File: config.mk
export PLATFORM = sky130hd
export DESIGN_NAME = gen_fifo_display
export DESIGN_NICKNAME = d
export VERILOG_FILES = /design/src/rtl/gen_fifo_display.sv
export SDC_FILE = /design/constraint.sdc
export NUM_CORES = 1
export LEC_CHECK = 0
export CAP_MARGIN = 20
export CORE_ASPECT_RATIO = 2
export CORE_MARGIN = 2
export CORE_UTILIZATION = 56
export CTS_CLUSTER_DIAMETER = 150
export CTS_CLUSTER_SIZE = 12
export DETAILED_ROUTE_END_ITERATION = 8
export GPL_ROUTABILITY_DRIVEN = 0
export HOLD_SLACK_MARGIN = 0.05
export PLACE_DENSITY = 0.76
export SLEW_MARGIN = 25
export SYNTH_ARGS = -nofsm -noshare
export SYNTH_HDL_FRONTEND = slang
export SYNTH_SLANG_ARGS = --single-unit
File: constraint.sdc
create_clock -name CLK -period 3.5 [get_ports CLK]
set_clock_uncertainty 0.05 [all_clocks]
set_input_delay 0.525 -clock CLK [delete_from_list [all_inputs] [get_ports CLK]]
set_output_delay 0.525 -clock CLK [all_outputs]
set_load 0.02 [all_outputs]
File: src/rtl/gen_fifo_display.sv
// gen_fifo_display
//   Word generator -> synchronous FIFO -> display register -> multiplexed
//   hexadecimal 7-segment display.
//
//   Parameters
//     DIGITS   : number of display digits, data width is 4*DIGITS
//     DEPTH    : FIFO depth in words (power of two, >= 2)
//     STEP     : generator increment per accepted write
//     SCAN_DIV : clock cycles each digit is held during the scan (>= 1)
//
//   Ports
//     CLK, RST : clock, synchronous active-high reset
//     Enwrk    : global work enable, 0 freezes every register
//     ENgen    : generator write request
//     ENraf    : FIFO read request (pops the head into the display register)
//     usedw    : words stored, 0..DEPTH
//     full     : usedw == DEPTH
//     empty    : usedw == 0
//     ovf      : sticky, set by a write request blocked at full
//     ss       : segments {g,f,e,d,c,b,a}, active-low
//     dig      : digit selects [DIGITS:1], one-hot active-low, dig[1] = LS nibble
module gen_fifo_display #(
  parameter int DIGITS   = 4,
  parameter int DEPTH    = 16,
  parameter int STEP     = 1,
  parameter int SCAN_DIV = 4
) (
  input  logic                     CLK,
  input  logic                     RST,
  input  logic                     Enwrk,
  input  logic                     ENgen,
  input  logic                     ENraf,
  output logic [$clog2(DEPTH):0]   usedw,
  output logic                     full,
  output logic                     empty,
  output logic                     ovf,
  output logic [6:0]               ss,
  output logic [DIGITS:1]          dig
);

  localparam int DATA_W = 4 * DIGITS;
  localparam int AW     = $clog2(DEPTH);
  localparam int UW     = AW + 1;
  localparam int CW     = (SCAN_DIV > 1) ? $clog2(SCAN_DIV) : 1;
  localparam int IW     = (DIGITS > 1) ? $clog2(DIGITS) : 1;
  localparam logic [DATA_W-1:0] STEP_V = DATA_W'(STEP);

  logic [DATA_W-1:0] mem [DEPTH];
  logic [AW-1:0]     wr_ptr;
  logic [AW-1:0]     rd_ptr;
  logic [DATA_W-1:0] gen_val;
  logic [DATA_W-1:0] disp_reg;
  logic [CW-1:0]     scan_div;
  logic [IW-1:0]     dig_idx;
  logic              rd;
  logic              wr;
  logic [3:0]        nib;

  assign full  = (usedw == UW'(DEPTH));
  assign empty = (usedw == '0);

  // A read at full frees a slot in the same edge, so the write is allowed.
  assign rd = Enwrk & ENraf & ~empty;
  assign wr = Enwrk & ENgen & (~full | rd);

  always_ff @(posedge CLK) begin
    if (RST) begin
      wr_ptr   <= '0;
      rd_ptr   <= '0;
      usedw    <= '0;
      gen_val  <= '0;
      disp_reg <= '0;
      ovf      <= 1'b0;
      scan_div <= '0;
      dig_idx  <= '0;
    end else if (Enwrk) begin
      if (rd) begin
        disp_reg <= mem[rd_ptr];
        rd_ptr   <= rd_ptr + AW'(1);
      end
      if (wr) begin
        wr_ptr  <= wr_ptr + AW'(1);
        gen_val <= gen_val + STEP_V;
      end
      case ({wr, rd})
        2'b10:   usedw <= usedw + UW'(1);
        2'b01:   usedw <= usedw - UW'(1);
        default: usedw <= usedw;
      endcase
      if (ENgen & full & ~rd) ovf <= 1'b1;

      if (scan_div == CW'(SCAN_DIV - 1)) begin
        scan_div <= '0;
        dig_idx  <= (dig_idx == IW'(DIGITS - 1)) ? '0 : dig_idx + IW'(1);
      end else begin
        scan_div <= scan_div + CW'(1);
      end
    end
  end

  // Storage is not reset; pointers alone define the valid contents.
  always_ff @(posedge CLK) begin
    if (wr & ~RST) mem[wr_ptr] <= gen_val;
  end

  assign nib = disp_reg[4*dig_idx +: 4];

  always_comb begin
    dig = '1;
    for (int k = 0; k < DIGITS; k++) begin
      dig[k+1] = (dig_idx != IW'(k));
    end
  end

  always_comb begin
    ss = 7'b1111111;
    case (nib)
      4'h0: ss = 7'b1000000;
      4'h1: ss = 7'b1111001;
      4'h2: ss = 7'b0100100;
      4'h3: ss = 7'b0110000;
      4'h4: ss = 7'b0011001;
      4'h5: ss = 7'b0010010;
      4'h6: ss = 7'b0000010;
      4'h7: ss = 7'b1111000;
      4'h8: ss = 7'b0000000;
      4'h9: ss = 7'b0010000;
      4'hA: ss = 7'b0001000;
      4'hB: ss = 7'b0000011;
      4'hC: ss = 7'b1000110;
      4'hD: ss = 7'b0100001;
      4'hE: ss = 7'b0000110;
      4'hF: ss = 7'b0001110;
      default: ss = 7'b1111111;
    endcase
  end

endmodule

=== Word-level counts from Yosys, hierarchy flattened ===
Memory sizes are Yosys's and may differ from the RTL's. A register that Yosys moved wholly into a read port is not among the register bits.
Index checks and enable logic that the tools add are counted.

* Shift-type cells: 1
* Mux-type cells: 5
* Reduce and logical (&&, ||, !) cells: 8
* Equal/unequal tests: 8
* $add $sub $neg: 7
* Bitwise gates (word level): 12

{| class="wikitable"
|+ Operators with widths
! kind !! number
|-
| $add 16x1->16 const B || 1
|-
| $shiftx 16x5->4 || 1
|-
| $pmux 5 s2 || 1
|-
| $reduce_and 2->1 || 5
|-
| $add 4x1->4 const B || 2
|-
| $and 1x1->1 || 7
|-
| $eq 2x2->1 const B || 3
|-
| $add 5x1->5 const B || 1
|-
| $eq 5x5->1 const B || 1
|-
| $logic_not 5->1 || 1
|-
| $sub 5x1->5 const B || 1
|-
| $add 2x1->2 const B || 2
|-
| $mux 2 || 2
|-
| $ne 2x2->1 const B || 2
|-
| $not 1->1 || 4
|-
| $reduce_bool 2->1 || 2
|-
| $eq 2x1->1 const B || 1
|-
| $mux 1 || 2
|-
| $ne 2x1->1 const B || 1
|-
| $or 1x1->1 || 1
|}

* Register bits: 34
* Memories: 2
* Bits of input ports: 5
* Word-level logic and storage cells: 50
* RAM bits: 256
* Output and inout port bits: 19
* Memory bits (read-only): 112

{| class="wikitable"
|+ Memories
! name !! depth !! width !! read ports !! clocked after memory_dff !! write ports !! line !! source
|-
| mem || 16 || 16 || 1 || 1 || 1 || 48 || <nowiki>logic [DATA_W-1:0] mem [DEPTH];</nowiki>
|-
| (name not given) || 16 || 7 || 1 || 0 || 0 || 117 || <nowiki>case (nib)</nowiki>
|}

=== Longest topological paths before layout ===
Gate-level depths: netlist of run 1.

* Depth in word-level cells: 8
* Mapped depth: 11
* Gate-level depth less buffers: 9

=== Worst setup path before layout of run 1 ===
OpenSTA, ideal clock, no wires.

* Path kind: in2reg
* Start: in Enwrk
* End: mem mem[0][0] (netlist bit), enable pin
* Path slack: 0.152 ns
* Arrival time: 2.868 ns
* Library setup time: 0.430 ns
* Stages on the path: 6
* Buffers on the path: 3
* Required time: 3.020 ns
* Path through: buf_2 -> and2_1 -> clkbuf_2 -> o21ai_1 -> buf_4 -> nor4_1

* Word-level cells in the longest chain between the ends: 7
* Elaborated cells on any way between the ends: 8
* Classes of those cells: 2 x mux; 6 x bitwise

{| class="wikitable"
|+ RTL lines
! what !! line !! source
|-
| start: declaration || 30 || <nowiki>input logic Enwrk,</nowiki>
|-
| $and 1x1->1 (2 in a row) || 63 || <nowiki>assign rd = Enwrk & ENraf & ~empty;</nowiki>
|-
| $or 1x1->1 || 64 || <nowiki>assign wr = Enwrk & ENgen & (~full | rd);</nowiki>
|-
| $and 1x1->1 * || 64 ||
|-
| $and 1x1->1 * || 103 || <nowiki>if (wr & ~RST) mem[wr_ptr] <= gen_val;</nowiki>
|-
| $mux 1 * || 103 ||
|-
| $mux 1 (implied by the code) * || 103 ||
|-
| end: declaration || 48 ||
|}

Mark *: on every way between the ends. The rest lies on a longest branch, timed or not.

=== Final worst setup path of run 1 ===
* Start: reg dig_idx[0]
* End: out ss[1]

* Word-level cells in the longest chain between the ends: 2

{| class="wikitable"
|+ RTL lines
! what !! line !! source
|-
| start: declaration || 54 || <nowiki>logic [IW-1:0] dig_idx;</nowiki>
|-
| start signal: assignment || 94 || <nowiki>dig_idx <= (dig_idx == IW'(DIGITS - 1)) ? '0 : dig_idx + IW'(1);</nowiki>
|-
| $shiftx 16x5->4 || 106 || <nowiki>assign nib = disp_reg[4*dig_idx +: 4];</nowiki>
|-
| $mem_v2 16x7 || -- ||
|-
| end: declaration || 37 || <nowiki>output logic [6:0] ss,</nowiki>
|}

No other way between the ends.

==> impl_results.md, run 1 <==
* PD cells at 512 nW/um^2
* Status: complete, no violations
* Simple-Gate Fraction of Synth Area at 5.24%
* Initial core utilization at a little under three fifths
* Final period utilization at 97.4%
* Vias in the first global route at about 7.4k
* Yosys reg bits at 306
* Clock Tree Buf Depth at 3
* Hold-fix buffers, CTS at 0
* Post-synthesis sequential area ratio at between 60% and 70%
* Post-Synthesis Cells at slightly below 800
* Top_reg_cell synth: edfxtp_1
* Max reg flops at 256
* Post-synthesis mux area share at 12.2%
* Root Buffer: clkbuf_16
* Library cells used by synthesis at 54
* Max VDD drop at ~0.43 mV
* Fraction of the mapped netlist area in compound gates at 7.23%
* Final Hold Viols at 0
* Yosys warns at 0
* Die W at 109 microns
* Detailed-route DRC error count at 0
* Headroom to the max-slew limit at approximately two fifths
* RSZ-0062 raised after global routing: false
* Synth top area cells: edfxtp_1, dfxtp_1, mux4_2, mux2i_1, ha_1
* Initial antenna violation count at 0
* Die area at 23500 sq um
* Adder-Cell Fraction of Synth Area at ~2.2%
* Via count at 7073
* Post-Syn Area at 12400 sq um
* Leakage at ~4.2 nW
* CP endpoint kind: primary output
* Area grow syn2layout at 12.1%
* Layout cells sized above 1 at 14.0%
* CTS tree: yes
* Setup Viol. Count Final at 0
* Ant diodes at 0
* Worst-Skew Late Latency at ~0.55 ns
* Crit-path cells: buf_4, mux4_2, mux2_2, a22o_1, clkdlybuf4s50_1
* Final cell count without fillers at around 1.1k
* H-tree depth at 1
* Slew @ Worst Pin at 0.882 ns
* CTS clk-pin slew, worst paths at roughly 0.06 ns
* Crit path arrival time at 2.83 ns
* Syn Area/Cell at 15.9 sq um
* GRT Util Overall at 23.8%
* CP Class: flip-flop to primary output
* Post-synth EDFFs at 256
* Setup_tns at 0 ns
* Cell family with the largest share of critical-path delay: multiplexers
* Hold Crit Class: flip-flop to flip-flop
* Clock sinks at 306
* Critical path fanouts, max at 11
* CP max stage cell: mux4_2
* Total CTS buffers at 29
* Largest net degree at the start of global routing at 47
* Design area at 13900 sq um
* CP required at 2.92 ns
* Antenna viol nets, final at 0
* Input/output buffers at 23
* Asr flop ratio synth at 0%
* Placed instance count at 1067
* Pre-Repair DR Iteration Count at 7
* Yosys top cell by area: edfxtp_1
* Detailed Place HPWL at 17.7 mm
* Avg WL per Cell at 24.0 microns
* First-pass GRT wire length at around 42 mm
* Core Region at 22000 sq um
* Crit-path max cell delay at 0.63 ns
* Vias per Instance at 6.31
* Buf+Inv Stages, Crit Path at 2
* Fmax at between 200 and 300 MHz
* Synthesized Nets at 808
* Area share of the largest cell type after synthesis at 61.8%
* Initial detailed-routing violation count at 544
* CP Launch Type: flip-flop
* GRT Residual Overflow at 0
* FP Rows at a little under 80
* Largest family of logic cells by synthesized area: multiplexers
* Die Y at roughly 210 microns
* Fin crit period at 3.41 ns
* Synth Area in XOR/XNOR at 1.06%
* Final Max Tran Viols at 0
* Num ports at 24
* Total Routed Length at 26.9 mm
* Post-place instance area at 13100 sq um
* Max cap viols at 0
* Final design utilization at 63.5%
* # nets final at 849
-- stage by stage --
step                      total power [mW]  hold WS (ns)  setup WS [ns]
after floorplan                       4.29         0.415          0.152
after global placement                4.40         0.404          0.601
after detailed placement              4.42         0.426          0.535
after CTS                             7.18         0.446        0.00649
after global routing                  7.33         0.497        0.00518
final                                 7.14         0.448         0.0907
-- report_power, final --
group / switching [mW] / internal [mW] / leakage (nW)
Clock: 1.24 / 1.55 / 0.389
Sequential: 0.0512 / 3.93 / 2.61
Combinational: 0.209 / 0.150 / 1.24
Total: 1.50 / 5.64 / 4.24
-- cell families after synthesis --
kind of cell / after synthesis
buf+inv: 64
mux: 106
compound gates: 143
flops: 306
fa+ha+maj: 21
xor+xnor: 15
simple gates: 127
-- what timing repair did --
| action | 4_1_cts | 5_1_grt |
|---|---|---|
| setup endpoints to repair | 1 | 4 |
| resized for setup | 1 | 5 |
| buffers inserted | 0 | 1 |
| gates cloned | 0 | 0 |
-- cells in the mapped netlist (all sizes together) (2+ instances only) --
| cell type | instances |
|---|---|
| a211oi | 4 |
| a21o | 2 |
| a21oi | 37 |
| a22oi | 17 |
| and2 | 3 |
| and3 | 2 |
| and4 | 2 |
| buf | 22 |
| clkbuf | 22 |
| dfxtp | 50 |
| edfxtp | 256 |
| ha | 20 |
| inv | 20 |
| mux2 | 3 |
| mux2i | 67 |
| mux4 | 36 |
| nand2 | 24 |
| nand2b | 4 |
| nand3 | 9 |
| nand3b | 3 |
| nand4 | 5 |
| nor2 | 32 |
| nor2b | 5 |
| nor3 | 21 |
| nor4 | 5 |
| o2111ai | 5 |
| o211ai | 3 |
| o21a | 4 |
| o21ai | 30 |
| o22ai | 32 |
| o31ai | 2 |
| or3 | 8 |
| or4 | 2 |
| xnor2 | 9 |
| xor2 | 6 |
-- layer usage --
metal	up-vias	routed length, microns	part of all wire, %	track usage (%)
met5	-	0	0	0
met3	59	1180	4.4	2.24
met1	3599	9220	34	27.5
li1	3150	-	-	-
met2	265	15300	57	43.5
met4	0	1140	4.2	10.9
-- worst register-to-register path: stages, from the launching register on --
cell and delay, ns:
dfxtp_1 0.39, nor4_4 0.56, a21oi_1 0.17, nand2_1 0.15
inv_1 0.09, ha_1 0.31, nand2b_1 0.11, a21oi_1 0.12
a2111o_1 0.39, nand4_1 0.09
-- cell type report --
cell class,count,area (sq um)
Multi-Input combinational cell,412,3520
Inverter,20,75.1
Sequential cell,306,8690
Clock inverter,1,8.76
Timing Repair Buffer,54,482
Fill cell,1552,8030
Clock buffer,52,812
Tap cell,276,345
-- worst paths after layout --
kind	startpoint	endpoint	slack [ns]	cells after the start
max reg2reg	usedw[0]	usedw[4]	1.00	9
min reg2reg	ovf	ovf	0.45	2
min	ovf	ovf	0.45	2
max	dig_idx[0]	ss[1]	0.09	5
-- cells in the final DEF, fill, tap and decap left out, types with 5 or more instances in the layout --
| cell | instances |
|---|---|
| edfxtp_1 | 256 |
| clkbuf_1 | 23 |
| buf_4 | 30 |
| clkbuf_16 | 29 |
| dfxtp_1 | 48 |
| nand4_1 | 5 |
| o21ai_0 | 29 |
| mux4_2 | 36 |
| nor3_1 | 17 |
| a22oi_1 | 17 |
| xor2_1 | 6 |
| mux2i_1 | 67 |
| xnor2_1 | 9 |
| nor2_1 | 32 |
| a21oi_1 | 37 |
| inv_1 | 20 |
| nand3_1 | 9 |
| ha_1 | 20 |
| o22ai_1 | 32 |
| nand2_1 | 24 |
| or3_1 | 8 |
| clkdlybuf4s50_1 | 19 |
Power figures use the tool's default switching activity.
==> inputs of run 2 (changes only) <==
ABC_AREA = 1   (was default)
==> run 2 against run 1 <==
Against the previous run: sequential power is essentially flat; sequential share of layout area down 4.5 points; global-route usage up 1.9 points; combinational power increased by 110%; total power grew 4.8%; sequential cell count unchanged; routed wire length up 22%; worst setup slack better by 0.084 ns; count of clock-buffer cells in the layout down 12; non-clock buffer count down 5; cell area up 7.9%; synthesized cell count is 85% higher; critical endpoint is now ss[6].
==> impl_results.md, run 2 <==
* Initial antenna violation count at 0 (unchanged)
* Design area at 15000 sq um (+7.9%)
* CTS clk-pin slew, worst paths at 0.06 ns (about the same)
* Max VDD drop at 0.541 mV (+26%)
* Root Buffer: clkbuf_16
* Final design utilization at 62.1% (-1.4 points)
* Most frequent cell after synthesis: nand2_1
* Vias in the first global route at 9698 (+31%)
* # nets final at 1485 (+75%)
* Post-place instance area at 14200 sq um (+8.7%)
* Fin crit period at 3.32 ns (-0.0843 ns)
* Post-Syn Area at 13700 sq um (+10%)
* Die W at 115 microns (+4.8%)
* Yosys warns at 0 (unchanged)
* Routed length on met2 at 17.1 mm (+12%)
* PD cells at 498 nW/um^2 (-2.8%)
* Routed length on met3 at 2.23 mm (+89%)
* Leakage at 6.16 nW (+45%)
* Combinational power share at 9.9% (+4.9 points)
* Final cell count without fillers at 1760 (+57%)
* RSZ-0062 raised after global routing: false
* Final period utilization at 95.0% (-2.4 points)
* Commonest non-fill, non-tap cell in the layout: nand2_1
* Max cap viols at 0 (unchanged)
* Fmax at 301 MHz (+2.5%)
* Antenna viol nets, final at 0 (unchanged)
* Switching Power at 1.80 mW (+20%)
* Pre-Repair DR Iteration Count at 5 (-2)
* Initial core utilization at 56.6% (about the same)
* Area grow syn2layout at 9.74%
* Input/output buffers at 23 (unchanged)
* Worst path most repeated cell: nand2_1
* Hold Startpoint: scan_div[0]
* Total CTS buffers at 29 (unchanged)
* Synthesized Nets at 1469 (+82%)
* Library cells used by synthesis at 32 (-41%)
* Internal at 5.68 mW (+0.81%)
* Crit path arrival time at 2.75 ns (-0.08 ns)
* Total Routed Length at 32.8 mm (+22%)
* Detailed Place HPWL at 20.0 mm (+13%)
* Hold Crit Class: flip-flop to flip-flop
* Die area at 25800 sq um (+9.9%)
* CP Class: flip-flop to primary output
* CP Launch Type: flip-flop
* Sw frac at 24.1% (+3.0 points)
* Critical path fanouts, max at 12 (+1)
* CP max stage cell: clkdlybuf4s50_1
* M1 WL at 12.1 mm (+31%)
* Die Y at 225 microns (+4.9%)
* Yosys top cell by area: edfxtp_1
* WHS Endpoint: scan_div[0]
* Max reg flops at 256 (unchanged)
* CP endpoint kind: primary output
* Slew @ Worst Pin at 1.01 ns (+0.132 ns)
* Headroom to the max-slew limit at 32.3% (-8.7 points)
* Crit-path max cell delay at 0.55 ns (-0.08 ns)
* Buf+Inv Stages, Crit Path at 3 (+1)
* Sequential Power Share at 53.2% (-2.6 points)
* Hold-fix buffers, CTS at 0 (unchanged)
* Hold Worst Slack at 0.423 ns (-0.0249 ns)
* FP Rows at 81 (+5.2%)
* Worst-Skew Late Latency at 0.55 ns (about the same)
* CP required at 2.92 ns (about the same)
* Largest net degree at the start of global routing at 131 (+180%)
* First-pass GRT wire length at 51.3 mm (+22%)
* Final Max Tran Viols at 0 (unchanged)
* Crit-path cells: inv_2, nand2_1, nand3_1, nand2_1, inv_1, ha_1, nand2_1, o21ai_0, nand2_1, o21ai_0, clkdlybuf4s50_1
* H-tree depth at 1 (unchanged)
* Asr flop ratio synth at 0% (unchanged)
* Post-synthesis sequential area ratio at 63.4% (-6.5 points)
* Post-synth top cells: nand2_1, edfxtp_1, nand3_1
* Reg-to-reg critical path startpoint: usedw[2]
* Avg WL per Cell at 18.6 microns (-22%)
* Clock Tree Buf Depth at 3 (unchanged)
* CTS tree: yes
* Most frequent cells in the layout: nand2_1, edfxtp_1, nand3_1
* Synth top area cells: edfxtp_1, nand2_1, nand3_1, dfxtp_1, inv_1
* Status: complete, no violations
* Num ports at 24 (unchanged)
* Setup Viol. Count Final at 0 (unchanged)
* Detailed-route DRC error count at 0 (unchanged)
* Yosys reg bits at 306 (unchanged)
* Pwr Total at 7.48 mW (+4.8%)
* Layout cells sized above 1 at 5.78% (-8.2 points)
* Reg2reg end: mem[7][12]
* Clock sinks at 306 (unchanged)
* Final Hold Viols at 0 (unchanged)
* Top_reg_cell synth: edfxtp_1
* Setup_tns at 0 ns (unchanged)
* Cell family with the largest share of critical-path delay: buffers and inverters
* Post-Synthesis Cells at 1443 (+85%)
* GRT Util Overall at 25.7% (+1.9 points)
* Reg2reg setup slack at 1.21 ns (+0.21 ns)
* Core Region at 24200 sq um (+10%)
* R2R depth at 7 (-2)
* Placed instance count at 1718 (+61%)
* Highest metal used: met4
* GRT Residual Overflow at 0 (unchanged)
* Ant diodes at 0 (unchanged)
* Clock share of power at 36.8% (-2.4 points)
* Dpl ws at 0.457 ns (-0.0785 ns)
* Syn Area/Cell at 9.49 sq um (-40%)
* Setup ws final at 0.175 ns (+0.0843 ns)
* Post-synth EDFFs at 256 (unchanged)
* Initial detailed-routing violation count at 1067 (+96%)
* Area share of the largest cell type after synthesis at 56.1% (-5.7 points)
* Vias per Instance at 5.65 (-10%)
* Via count at 9942 (+41%)
* WHS Path Cells at 1 (-1)
-- run 2: what timing repair did --
item                                    4_1_cts  5_1_grt
buffers inserted                              0        0
endpoints found under the setup margin        1        6
resized for setup                             1        4
-- run 2: layout make-up --
type / count / area [sq um]
clock buffers: 40 / 767
clock inverters: 2 / 17.5
fillers: 1854 / 9190
inverters: 194 / 732
multi-input cells: 879 / 4000
flip-flops and latches: 306 / 8700
well taps: 290 / 363
repair buffers: 49 / 463
-- run 2: how the worst max path moves through the flow --
stage	cells past startpoint	to	slack, ns	start
floorplan	6	mem[4][0]	0.87	ENraf
global placement	8	mem[15][15]	0.52	Enwrk
detailed placement	8	mem[15][7]	0.46	Enwrk
CTS	10	ss[0]	0.06	dig_idx[1]
global route	10	ss[2]	0.03	dig_idx[0]
finish	11	ss[6]	0.18	dig_idx[0]
-- run 2: worst reg2reg max path: stages, from the launching register on --
cell and delay (ns):
dfxtp_1 0.41, nor2_2 0.08, nand4_1 0.12, nand2_2 0.28, inv_2 0.37, nand2_2 0.20
nor3_2 0.15, buf_4 0.30
-- run 2: kinds of logic after synthesis --
kind of cell,count (synthesis),share of synthesized area (%)
AO/OA/AOI/OAI,79,2.95
flip-flops,306,63.4
XOR/XNOR,7,0.447
buffers and inverters,258,7.73
adder cells (fa/ha/maj),21,1.97
AND/OR/NAND/NOR,772,23.5
-- run 2: power by group through the flow --
stage	Sequential [mW]	Combinational [mW]	Clock, mW
after floorplan	4.06	0.508	0
after global placement	4.06	0.701	0
after detailed placement	4.06	0.726	0
after CTS	3.98	0.734	2.76
after global routing	3.99	0.818	2.91
final	3.98	0.741	2.76
-- run 2: layer usage --
| metal | vias to the layer above | GRT usage (%) |
|---|---|---|
| met5 | - | 0 |
| met4 | 0 | 11.4 |
| met2 | 483 | 45.2 |
| met3 | 106 | 2.18 |
| met1 | 4639 | 32.2 |
| li1 | 4714 | - |
==> inputs of run 3 (changes only) <==
CORE_UTILIZATION = 35   (was 56)
PLACE_DENSITY = default   (was 0.76)
==> run 3 against run 2 <==
Against the previous run: sequential share of layout area fell by 1.5 points; cell area is 2.6% higher; register-to-register slack worse by 0.16 ns; critical endpoint is now ss[3]; maximum frequency rose by 2.0%; largest power group unchanged; final cell count increased by 14%; total power increased by 1.2%; global-route usage shrank 8.9 points; non-clock buffer count is 14 higher; first-iteration DRC count down 36%.
==> impl_results.md, run 3 (synthesis gave the netlist of run 2 again) <==
* Final period utilization at 93.2% (-1.8 points)
* Total Routed Length at 34.5 mm (+5.2%)
* Fin crit period at 3.26 ns (-0.0646 ns)
* CP Class: flip-flop to primary output
* Worst-Skew Late Latency at 0.56 ns (about the same)
* GRT Util Overall at 16.9% (-8.9 points)
* Fillers at 3761 (+100%)
* CTS tree: yes
* Num ports at 24 (unchanged)
* Headroom to the max-slew limit at 30.9% (-1.4 points)
* Initial detailed-routing violation count at 685 (-36%)
* Hold Worst Slack at 0.245 ns (-0.179 ns)
* CTS clk-pin slew, worst paths at 0.07 ns (about the same)
* Via count at 9661 (-2.8%)
* Die W at 144 microns (+26%)
* Root Buffer: clkbuf_16
* Clock sinks at 306 (unchanged)
* # nets final at 1499 (+0.94%)
* Final Max Tran Viols at 0 (unchanged)
* Die area at 40800 sq um (+58%)
* Commonest non-fill, non-tap cell in the layout: nand2_1
* Max cap viols at 0 (unchanged)
* Setup ws final at 0.240 ns (+0.0646 ns)
* Detailed Place HPWL at 22.6 mm (+13%)
* Total CTS buffers at 29 (unchanged)
* Status: complete, no violations
* Clock Tree Buf Depth at 3 (unchanged)
* Crit path arrival time at 2.69 ns (-0.06 ns)
* FP Rows at 102 (+26%)
* Most frequent cells in the layout: nand2_1, edfxtp_1, nand3_1
* Dpl ws at 0.622 ns (+0.165 ns)
* PD cells at 491 nW/um^2 (-1.3%)
* Initial antenna violation count at 0 (unchanged)
* Max reg flops at 256 (unchanged)
* CP endpoint kind: primary output
* Fmax at 307 MHz (+2.0%)
* Slew @ Worst Pin at 1.04 ns (+0.0216 ns)
* Critical path fanouts, max at 12 (unchanged)
* Avg WL per Cell at 17.1 microns (-8.1%)
* Leakage at 6.22 nW (+0.90%)
* Largest net degree at the start of global routing at 83 (-37%)
* GRT Residual Overflow at 0 (unchanged)
* Max VDD drop at 0.377 mV (-30%)
* Pre-Repair DR Iteration Count at 4 (-1)
* Vias per Instance at 4.79 (-15%)
* RSZ-0062 raised after global routing: false
* H-tree depth at 1 (unchanged)
* Layout cells sized above 1 at 6.49% (+0.71 points)
* Final Hold Viols at 0 (unchanged)
* Detailed-route DRC error count at 0 (unchanged)
* Vias in the first global route at 9544 (-1.6%)
* CP required at 2.92 ns (about the same)
* Hold Crit Class: input port to flip-flop
* Initial core utilization at 35.4% (-21 points)
* Ant diodes at 0 (unchanged)
* Setup_tns at 0 ns (unchanged)
* CP Launch Type: flip-flop
* First-pass GRT wire length at 52.6 mm (+2.5%)
* Antenna viol nets, final at 0 (unchanged)
* Setup Viol. Count Final at 0 (unchanged)
* Input/output buffers at 23 (unchanged)
* Die Y at 284 microns (+26%)
* Core Region at 38700 sq um (+60%)
* Area grow syn2layout at 12.6%
==> run 3: area by class of cell <==
class	instances	area [sq um]	area share, %
Multi-Input combinational cell	879	3990	25.9
Clock buffer	52	812	5.27
Sequential cell	306	8700	56.4
Tap cell	520	651	4.22
Clock inverter	1	8.76	0.0568
Timing Repair Buffer	63	528	3.42
Inverter	194	733	4.75
==> run 3: where the power goes <==
| part | switching, mW | internal [mW] | total [mW] |
|---|---|---|---|
| registers | 0.0399 | 3.95 | 3.99 |
| clock network | 1.30 | 1.55 | 2.86 |
| logic | 0.502 | 0.228 | 0.730 |
| total | 1.85 | 5.73 | 7.57 |
==> run 3: stage by stage <==
step           power [mW]  instances  utilization (%)  instance area, sq um
2_1_floorplan        4.56       1443                -                 13700
3_3_place_gp         4.79       1962             37.7                 14600
3_5_place_dp         4.80       1962             37.7                 14600
4_1_cts              7.65       2015             39.9                 15400
5_1_grt              7.84       2015             39.9                 15400
6_report             7.57       2015             39.9                 15400
==> run 3: worst paths after layout <==
kind | end | depth (start not counted) | slack, ns | from
worst max-delay path | ss[3] | 9 | 0.24 | dig_idx[0]
worst min-delay path | wr_ptr[3] | 2 | 0.24 | RST
worst max register to register | disp_reg[12] | 9 | 1.05 | rd_ptr[0]
worst min register to register | ovf | 2 | 0.44 | ovf
==> run 3: per-layer routing <==
metal	up-vias	wire length, microns	GRT usage (%)
li1	4754	-	-
met2	190	19500	32.8
met1	4655	12500	17.7
met5	-	0	0
met4	0	1520	8.19
met3	62	973	1.32
==> run 3: timing repair <==
item	4_1_cts	5_1_grt
endpoints found under the hold margin	0	0
setup endpoints to repair	0	6
setup buffers	0	0
resized for setup	0	3
hold buffers	0	0
==> run 3: critical path, stage by stage (launching register included) <==
cell and delay [ns]:
dfxtp_2 0.44, inv_2 0.13, nand2_1 0.09, nand3_1 0.06
nand2_1 0.19, ha_1 0.28, o21ai_0 0.20, nand2_1 0.07
nand2_1 0.07, clkdlybuf4s50_1 0.59
